`src/rtl/dbg_ctrl.sv`:
```
// Host-to-core debug controller.
// Takes halt/resume/step/register/PC commands from the host debugger and returns
// one response for each. It drives core halt/step control and the register-file
// debug port, and auto-halts the core when an ebreak retires.
module dbg_ctrl #(
    parameter int XLEN = 32,
    parameter int NREG = 16
) (
    input  logic            clk,
    input  logic            reset,
    input  logic            cmd_valid,
    output logic            cmd_ready,
    input  logic [2:0]      cmd_op,
    input  logic [4:0]      cmd_addr,
    input  logic [XLEN-1:0] cmd_data,
    output logic            rsp_valid,
    input  logic            rsp_ready,
    output logic [XLEN-1:0] rsp_data,
    output logic            rsp_err,
    output logic            core_halt_req,
    input  logic            core_halted,
    input  logic            core_retire,
    input  logic            core_is_ebreak,
    input  logic [XLEN-1:0] core_pc,
    output logic            rf_en,
    output logic            rf_we,
    output logic [4:0]      rf_addr,
    output logic [XLEN-1:0] rf_wdata,
    input  logic [XLEN-1:0] rf_rdata,
    output logic            halted
);

    typedef enum logic [2:0] {
        ST_RUN,
        ST_HALT_WAIT,
        ST_HALTED,
        ST_STEP_ISSUE,
        ST_STEP_WAIT,
        ST_RF_ACC,
        ST_RESP
    } state_t;

    localparam logic [2:0] OP_STATUS    = 3'd0;
    localparam logic [2:0] OP_HALT      = 3'd1;
    localparam logic [2:0] OP_RESUME    = 3'd2;
    localparam logic [2:0] OP_STEP      = 3'd3;
    localparam logic [2:0] OP_READ_GPR  = 3'd4;
    localparam logic [2:0] OP_WRITE_GPR = 3'd5;
    localparam logic [2:0] OP_READ_PC   = 3'd6;

    localparam logic [5:0]      NREG_LIM = 6'(NREG);
    localparam logic [XLEN-1:0] ONE_W    = {{(XLEN-1){1'b0}}, 1'b1};

    state_t            state_reg, state_next;
    logic [2:0]        op_reg, op_next;
    logic [4:0]        addr_reg, addr_next;
    logic [XLEN-1:0]   data_reg, data_next;
    logic [XLEN-1:0]   rsp_data_reg, rsp_data_next;
    logic              rsp_err_reg, rsp_err_next;
    logic              ret_halted_reg, ret_halted_next;  // RESP returns to HALTED
    logic              pend_reg, pend_next;              // command deferred by an ebreak halt
    logic              wait_rsp_reg, wait_rsp_next;      // HALT_WAIT owes a HALT response
    logic              step_seen_reg, step_seen_next;    // a retire was seen during the step
    logic              rf_phase_reg, rf_phase_next;      // 0: access cycle, 1: read capture cycle
    logic              cmd_ready_reg, cmd_ready_next;

    logic              accept;
    logic [2:0]        src_op;
    logic [4:0]        src_addr;
    logic              seen_now;

    assign accept   = cmd_valid && cmd_ready_reg;
    assign src_op   = pend_reg ? op_reg : cmd_op;
    assign src_addr = pend_reg ? addr_reg : cmd_addr;
    assign seen_now = step_seen_reg || core_retire;

    // State and datapath registers; reset drops any in-flight command or response.
    always_ff @(posedge clk) begin
        if (reset) begin
            state_reg      <= ST_RUN;
            op_reg         <= '0;
            addr_reg       <= '0;
            data_reg       <= '0;
            rsp_data_reg   <= '0;
            rsp_err_reg    <= 1'b0;
            ret_halted_reg <= 1'b0;
            pend_reg       <= 1'b0;
            wait_rsp_reg   <= 1'b0;
            step_seen_reg  <= 1'b0;
            rf_phase_reg   <= 1'b0;
            cmd_ready_reg  <= 1'b0;
        end else begin
            state_reg      <= state_next;
            op_reg         <= op_next;
            addr_reg       <= addr_next;
            data_reg       <= data_next;
            rsp_data_reg   <= rsp_data_next;
            rsp_err_reg    <= rsp_err_next;
            ret_halted_reg <= ret_halted_next;
            pend_reg       <= pend_next;
            wait_rsp_reg   <= wait_rsp_next;
            step_seen_reg  <= step_seen_next;
            rf_phase_reg   <= rf_phase_next;
            cmd_ready_reg  <= cmd_ready_next;
        end
    end

    // Next-state logic: command dispatch, halt/step sequencing and response loading.
    always_comb begin
        state_next      = state_reg;
        op_next         = op_reg;
        addr_next       = addr_reg;
        data_next       = data_reg;
        rsp_data_next   = rsp_data_reg;
        rsp_err_next    = rsp_err_reg;
        ret_halted_next = ret_halted_reg;
        pend_next       = pend_reg;
        wait_rsp_next   = wait_rsp_reg;
        step_seen_next  = step_seen_reg;
        rf_phase_next   = rf_phase_reg;

        if (accept) begin
            op_next   = cmd_op;
            addr_next = cmd_addr;
            data_next = cmd_data;
        end

        case (state_reg)
            ST_RUN: begin
                if (core_retire && core_is_ebreak) begin
                    // The ebreak wins; a command taken this cycle runs once halted.
                    state_next    = ST_HALT_WAIT;
                    wait_rsp_next = 1'b0;
                    pend_next     = accept;
                end else if (accept) begin
                    ret_halted_next = 1'b0;
                    rsp_data_next   = '0;
                    rsp_err_next    = 1'b0;
                    state_next      = ST_RESP;
                    case (cmd_op)
                        OP_HALT: begin
                            state_next    = ST_HALT_WAIT;
                            wait_rsp_next = 1'b1;
                        end
                        OP_STATUS, OP_RESUME: rsp_err_next = 1'b0;
                        default:              rsp_err_next = 1'b1;
                    endcase
                end
            end

            ST_HALT_WAIT: begin
                if (core_halted) begin
                    if (wait_rsp_reg) begin
                        state_next      = ST_RESP;
                        ret_halted_next = 1'b1;
                        rsp_data_next   = core_pc;
                        rsp_err_next    = 1'b0;
                        wait_rsp_next   = 1'b0;
                    end else begin
                        state_next = ST_HALTED;
                    end
                end
            end

            ST_HALTED: begin
                if (pend_reg || accept) begin
                    pend_next       = 1'b0;
                    ret_halted_next = 1'b1;
                    rsp_data_next   = '0;
                    rsp_err_next    = 1'b0;
                    state_next      = ST_RESP;
                    case (src_op)
                        OP_STATUS:  rsp_data_next = ONE_W;
                        OP_HALT:    rsp_data_next = core_pc;
                        OP_RESUME:  ret_halted_next = 1'b0;
                        OP_STEP: begin
                            state_next     = ST_STEP_ISSUE;
                            step_seen_next = 1'b0;
                        end
                        OP_READ_GPR, OP_WRITE_GPR: begin
                            if ({1'b0, src_addr} >= NREG_LIM) begin
                                rsp_err_next = 1'b1;
                            end else begin
                                state_next    = ST_RF_ACC;
                                rf_phase_next = 1'b0;
                            end
                        end
                        OP_READ_PC: rsp_data_next = core_pc;
                        default:    rsp_err_next  = 1'b1;
                    endcase
                end
            end

            ST_STEP_ISSUE: begin
                step_seen_next = core_retire;
                state_next     = ST_STEP_WAIT;
            end

            ST_STEP_WAIT: begin
                step_seen_next = seen_now;
                if (seen_now && core_halted) begin
                    state_next      = ST_RESP;
                    ret_halted_next = 1'b1;
                    rsp_data_next   = core_pc;
                    rsp_err_next    = 1'b0;
                end
            end

            ST_RF_ACC: begin
                if (!rf_phase_reg) begin
                    if (op_reg == OP_WRITE_GPR) begin
                        state_next      = ST_RESP;
                        ret_halted_next = 1'b1;
                        rsp_data_next   = '0;
                        rsp_err_next    = 1'b0;
                    end else begin
                        rf_phase_next = 1'b1;
                    end
                end else begin
                    state_next      = ST_RESP;
                    ret_halted_next = 1'b1;
                    rsp_data_next   = rf_rdata;
                    rsp_err_next    = 1'b0;
                    rf_phase_next   = 1'b0;
                end
            end

            ST_RESP: begin
                if (rsp_ready) begin
                    state_next = ret_halted_reg ? ST_HALTED : ST_RUN;
                end
            end

            default: state_next = ST_RUN;
        endcase

        cmd_ready_next = ((state_next == ST_RUN) || (state_next == ST_HALTED)) && !pend_next;
    end

    // Output decodes from registered state only.
    assign cmd_ready     = cmd_ready_reg;
    assign rsp_valid     = (state_reg == ST_RESP);
    assign rsp_data      = rsp_data_reg;
    assign rsp_err       = rsp_err_reg;
    assign core_halt_req = !((state_reg == ST_RUN) || (state_reg == ST_STEP_ISSUE));
    assign halted        = (state_reg == ST_HALTED) || (state_reg == ST_RF_ACC) ||
                           ((state_reg == ST_RESP) && ret_halted_reg);
    assign rf_en         = (state_reg == ST_RF_ACC) && !rf_phase_reg;
    assign rf_we         = rf_en && (op_reg == OP_WRITE_GPR) && (addr_reg != 5'd0);
    assign rf_addr       = rf_en ? addr_reg : 5'd0;
    assign rf_wdata      = rf_we ? data_reg : '0;

endmodule

```
`config.mk`:
```
export PLATFORM = sky130hd
export DESIGN_NAME = dbg_ctrl
export DESIGN_NICKNAME = d
export VERILOG_FILES = /design/src/rtl/dbg_ctrl.sv
export SDC_FILE = /design/constraint.sdc
export NUM_CORES = 1
export LEC_CHECK = 0
export ABC_AREA = 1
export CAP_MARGIN = 10
export CELL_PAD_IN_SITES_DETAIL_PLACEMENT = 0
export CELL_PAD_IN_SITES_GLOBAL_PLACEMENT = 1
export CORE_MARGIN = 2
export CORE_UTILIZATION = 28
export CTS_CLUSTER_SIZE = 28
export DETAILED_ROUTE_END_ITERATION = 16
export PLACE_DENSITY = 0.78
export SYNTH_ARGS = -nofsm -noshare
export SYNTH_HDL_FRONTEND = slang
export SYNTH_SLANG_ARGS = --single-unit
```
`constraint.sdc`:
```
create_clock -name clk -period 1.7 [get_ports clk]
set_input_delay 0.17 -clock clk [delete_from_list [all_inputs] [get_ports clk]]
set_output_delay 0.17 -clock clk [all_outputs]
set_load 0.1 [all_outputs]
```
# Word-level counts from Yosys, hierarchy flattened
# Index checks and enable logic that the tools add are counted.
[classes]
n_eq_ne = 28
n_div = 0
n_lt_le_gt_ge = 1
multipliers = 0
n_shift = 0
bitwise_logic = 0
addsub = 0
muxes = 67
reduce_logical = 34
[ops]
columns = ["op", "n"]
rows = [
  ["32-bit two-way mux", 9],
  ["32-bit case mux with 5 select lines", 1],
  ["32-bit case mux with 2 select lines", 1],
  ["3-bit two-way mux", 11],
  ["1-bit two-way mux", 32],
  ["3-bit == test (second input constant)", 7],
  ["3-bit case mux with 7 select lines", 1],
  ["3-bit by 2-bit == test with 1-bit output (second input constant)", 6],
  ["2-bit inequality test (second input constant)", 7],
  ["3-bit zero test", 4],
  ["5-bit two-way mux", 2],
  ["1-bit case mux with 5 select lines", 2],
  ["5-bit nonzero test", 2],
  ["3-bit by 1-bit == test with 1-bit output (second input constant)", 3],
  ["1-bit logical AND", 8],
  ["1-bit case mux with 2 select lines", 4],
  ["4-bit AND reduction", 2],
  ["8-bit AND reduction", 1],
  ["1-bit logical OR", 6],
  ["3-bit by 2-bit inequality test with 1-bit output (second input constant)", 2],
  ["3-bit case mux with 2 select lines", 1],
  ["5-bit greater-or-equal comparator (second input constant)", 1],
  ["5-bit OR reduction", 1],
  ["2-bit two-way mux", 2],
  ["other kinds (9)", 14],
]
[totals]
reg_bits = 82
mem_count = 0
latch_bits = 0
word_cells = 142
rom_bits = 0
ram_bits = 0

# Logic depth before layout (Yosys ltp)
[depth]
ltp_word = 9
ltp_mapped = 13

# Worst setup path before layout
# OpenSTA, ideal clock, no wires.
[synth_timing]
kind = "register -> output"
from = "register state_reg[0]"
to = "output rf_wdata[22]"
setup_slack_ns = -1.452
required_ns = 1.530
stages_incl_launch_ff = 9
arrival_time_ns = 2.982
path_cell_list = "dfxtp_1 buf_6 inv_2 nor2_4 nand2_4 nor2_4 nand3_1 clkbuf_1 nor2_1"
[synth_between]
elab_chain_len = 5
[synth_lines]
columns = ["item", "line_no", "rtl"]
rows = [
  ["start, declared", "54", "state_t state_reg, state_next;"],
  ["start signal, assigned", "93", "state_reg <= state_next;"],
  ["3-bit == test", "248", "assign rf_en = (state_reg == ST_RF_ACC) && !rf_phase_reg;"],
  ["1-bit logical AND", "248", ""],
  ["named net rf_en", "25", "output logic rf_en,"],
  ["1-bit logical AND (2 in series)", "249", "assign rf_we = rf_en && (op_reg == OP_WRITE_GPR) && (addr_reg != 5'd0);"],
  ["32-bit two-way mux", "251", "assign rf_wdata = rf_we ? data_reg : '0;"],
  ["end, declared", "28", "output logic [XLEN-1:0] rf_wdata,"],
]
# The timed path passes the listed nets, and every way through them passes these cells.

# Worst setup path after layout
[layout_timing]
from = "register op_reg[0]"
to = "output rf_wdata[28]"
[layout_between]
elab_chain_len = 4
[layout_lines]
columns = ["item", "line_no", "rtl"]
rows = [
  ["start, declared", "55", "logic [2:0] op_reg, op_next;"],
  ["start signal, assigned", "94", "op_reg <= op_next;"],
  ["3-bit == test", "249", ""],
  ["1-bit logical AND (2 in series)", "249", ""],
  ["32-bit two-way mux", "251", ""],
]
# No other way between the ends.

==> results.py <==
metrics = {
    "min_path": {
        "holdPathStages": 4,
        "hp-class": "input port to register",
        "whs_endpoint": "addr_reg[4]",
        "hold_path_startpoint": "reset",
    },
    "synthesis": {
        "yosysMostFrequentCell": "nand2_1",
        "ys_seq_area_share_pct": 39.9,
        "synth-edff-count": 0,
        "synth-seq-cells": 82,
        "ys_types": 29,
        "yosys-top-cells-count": "nand2_1 (213), dfxtp_1 (82), a21oi_1 (66)",
        "async_flop_share_pct": 0,
        "syn_inst": 625,
        "synthesis.area_um2": 4120,
        "synth_ff_type": "dfxtp_1",
        "synth_top_cell_by_area": "dfxtp_1",
        "yosysWarnings": 0,
        "synth_area_leaders": "dfxtp_1 (40%), nand2_1 (19%), a21oi_1 (8.0%), o21ai_0 (6.4%), inv_1 (5.3%)",
        "synth_fp_nets": 736,
        "avgSynthCellArea_um2": 6.59,
        "synth_top_area_share_pct": 39.9,
    },
    "cts": {
        "clkTransAtPathRegs_ns": 0.06,
        "root_buffer": "clkbuf_16",
        "numClockSinks": 82,
        "htreeDepth": 3,
        "clock_path_buffers": 2,
        "holdBufCountCts": 0,
        "clkLatencyLatePin_ns": 0.34,
        "cts-buffers-inserted": 9,
        "cts_tree": "done",
    },
    "worst_setup_path": {
        "cp-start-kind": "register",
        "critical_path_class": "register to primary output",
        "cpMostUsedCell": "buf_12",
        "cp-end-kind": "primary output",
        "cp_data_required_time_ns": 1.53,
        "worstPathArrival_ns": 1.82,
        "timing.rr.end": "rsp_data[7]",
        "reg2reg_slack_ns": -0.16,
        "r2r_cells": 13,
        "path_cells": "inv_2 -> nor3_4 -> buf_6 -> nand3_4 -> buf_12 -> nor2_4 -> buf_12",
        "crit_slowest_cell": "dfxtp_2",
        "crit-reg2reg-launch": "op_reg[0]",
        "critPathMaxFanout": 8,
        "startpoint": "op_reg[0]",
        "slowest_delay_ns": 0.35,
    },
    "finish": {
        "final_cells": 1042,
        "nets": 964,
        "fin_area_um2": 7980,
        "synthToLayoutAreaGrowth_pct": 93.9,
        "antenna_cells": 0,
        "drive_above_1_share_pct": 32.9,
        "num-fill-cells": 1336,
        "final_core_util_pct": 55.3,
    },
    "placed_design": {
        "port_buffers": 186,
        "gp_congestion": 0.883,
        "placed_cell_area_um2": 7030,
        "post-place-cells": 997,
        "hpwl_um": 9980,
    },
    "global_route": {
        "antenna_found_initial": 0,
        "grt_max_degree": 65,
        "grt-busiest-layer": "met2",
        "grt_use_met2_pct": 28.1,
        "grt_pass1_wl_um": 22500,
        "grt_overflow": 0,
        "grt.total_usage_pct": 17.5,
        "grt_pass1_vias": 4609,
        "met1_usage_pct": 22.4,
        "use_met3_pct": 4.96,
    },
    "sta": {
        "rsz0062_at_grt": "yes",
        "finalSetupViolations": 73,
        "fmax_ghz": 0.503,
        "clock_skew_ns": 0.00806,
        "worst_pin_slew_ns": 0.556,
        "drv_slew": 0,
        "hold_viol": 0,
        "post-route-min-period_ns": 1.99,
        "slew_headroom_pct": 63.0,
        "holdWs_ns": 0.221,
        "period_share_pct": 117,
        "fin_tns_setup_ns": -12.90,
        "setup_slack_ns": -0.288,
    },
    "pwr": {
        "powerDensity_nw_per_um2": 1590,
        "peakVddDrop_uv": 1320,
        "leakagePower_nw": 3.21,
    },
    "route": {
        "drt_first_pass_iters": 4,
        "avgViaCountPerCell": 4.61,
        "drc_errors": 0,
        "vias": 4804,
        "drt_iter0_drc": 188,
        "ant_nets": 0,
        "routed_wirelength_um": 15200,
        "wl_per_cell_um": 14.6,
    },
    "die": {
        "die_y_um": 125,
        "die_w_um": 125,
        "start_util_pct": 28.5,
        "die_area_um2": 15700,
        "core-area_um2": 14400,
        "rows": 44,
        "io-pin-count": 187,
    },
    "run": {
        "drv_cap": 0,
    },
    "run_status": {
        "failed_checks": "negative setup slack",
        "outcome": "finished with violations",
    },
}
logic make-up (layout without fill, tap and decap cells):
kind of cell,Yosys count,in the layout,share of synthesized area (%)
flops,82,82,39.9
compound gates,139,139,18.4
buf+inv,99,329,11.2
simple gates,305,308,30.6
stage by stage:
step           power, mW  setup WS [ns]
6_report            12.7         -0.288
5_1_grt             13.4         -0.361
4_1_cts             10.5         -0.296
3_5_place_dp        8.34         -0.199
3_3_place_gp        8.28         -0.142
2_1_floorplan       7.02         -0.713
cell type report:
type / instances / area (µm²) / share of cell area [%]
multi-input combinational: 447 / 2600 / 32.6
timing repair buffer: 244 / 2860 / 35.8
clock inverter: 2 / 37.5 / 0.470
sequential: 82 / 1650 / 20.7
timing repair inverter: 5 / 83.8 / 1.05
clock buffer: 14 / 254 / 3.18
inverter: 64 / 267 / 3.34
tap: 184 / 230 / 2.88
repair_timing:
item / 4_1_cts / 5_1_grt
resized for setup: 18 / 82
setup endpoints to repair: 74 / 72
setup buffers: 4 / 14
pin swaps: 10 / 16
gates cloned: 1 / 11
cell usage in the layout (no fill, tap or decap), types with 3 or more instances in the layout:
master and n:
nor2_1 16, a21oi_1 60, clkbuf_16 11, buf_12 51, a21oi_2 16, clkdlybuf4s50_1 109
nand2_1 185, nand2_8 3, nand2_4 18, buf_6 14, dfxtp_1 76, nand2_2 19
nand3_1 11, clkbuf_1 4, dfxtp_2 4, inv_2 8, nor2_4 43, a31oi_1 3
inv_1 50, o21ai_0 51, buf_4 65, o211ai_1 4, inv_4 4, inv_8 3
per-layer routing:
layer	vias to the layer above	part of all wire (%)
met3	16	7.8
met5	-	0
met1	2176	43
met4	0	1.5
li1	2426	-
met2	186	48
worst max-delay path, delay by kind of cell (launching register included):
kind | cells | cell delay (ns)
AND/OR/NAND/NOR | 3 | 0.50
flip-flops | 1 | 0.35
buffers and inverters | 4 | 0.61
how the worst max path moves through the flow:
stage	cells past startpoint	end	slack, ns
floorplan	8	rf_wdata[10]	-0.71
global placement	9	rsp_data[3]	-0.14
detailed placement	9	rsp_data[3]	-0.20
CTS	8	rf_wdata[25]	-0.30
global route	7	rf_wdata[26]	-0.36
finish	7	rf_wdata[28]	-0.29
where the power goes:
group	switching [mW]	internal (mW)
Combinational	5.25	2.90
Clock	0.784	1.18
Sequential	0.268	2.33
Total	6.30	6.41
(Power assumes the default switching activity.)
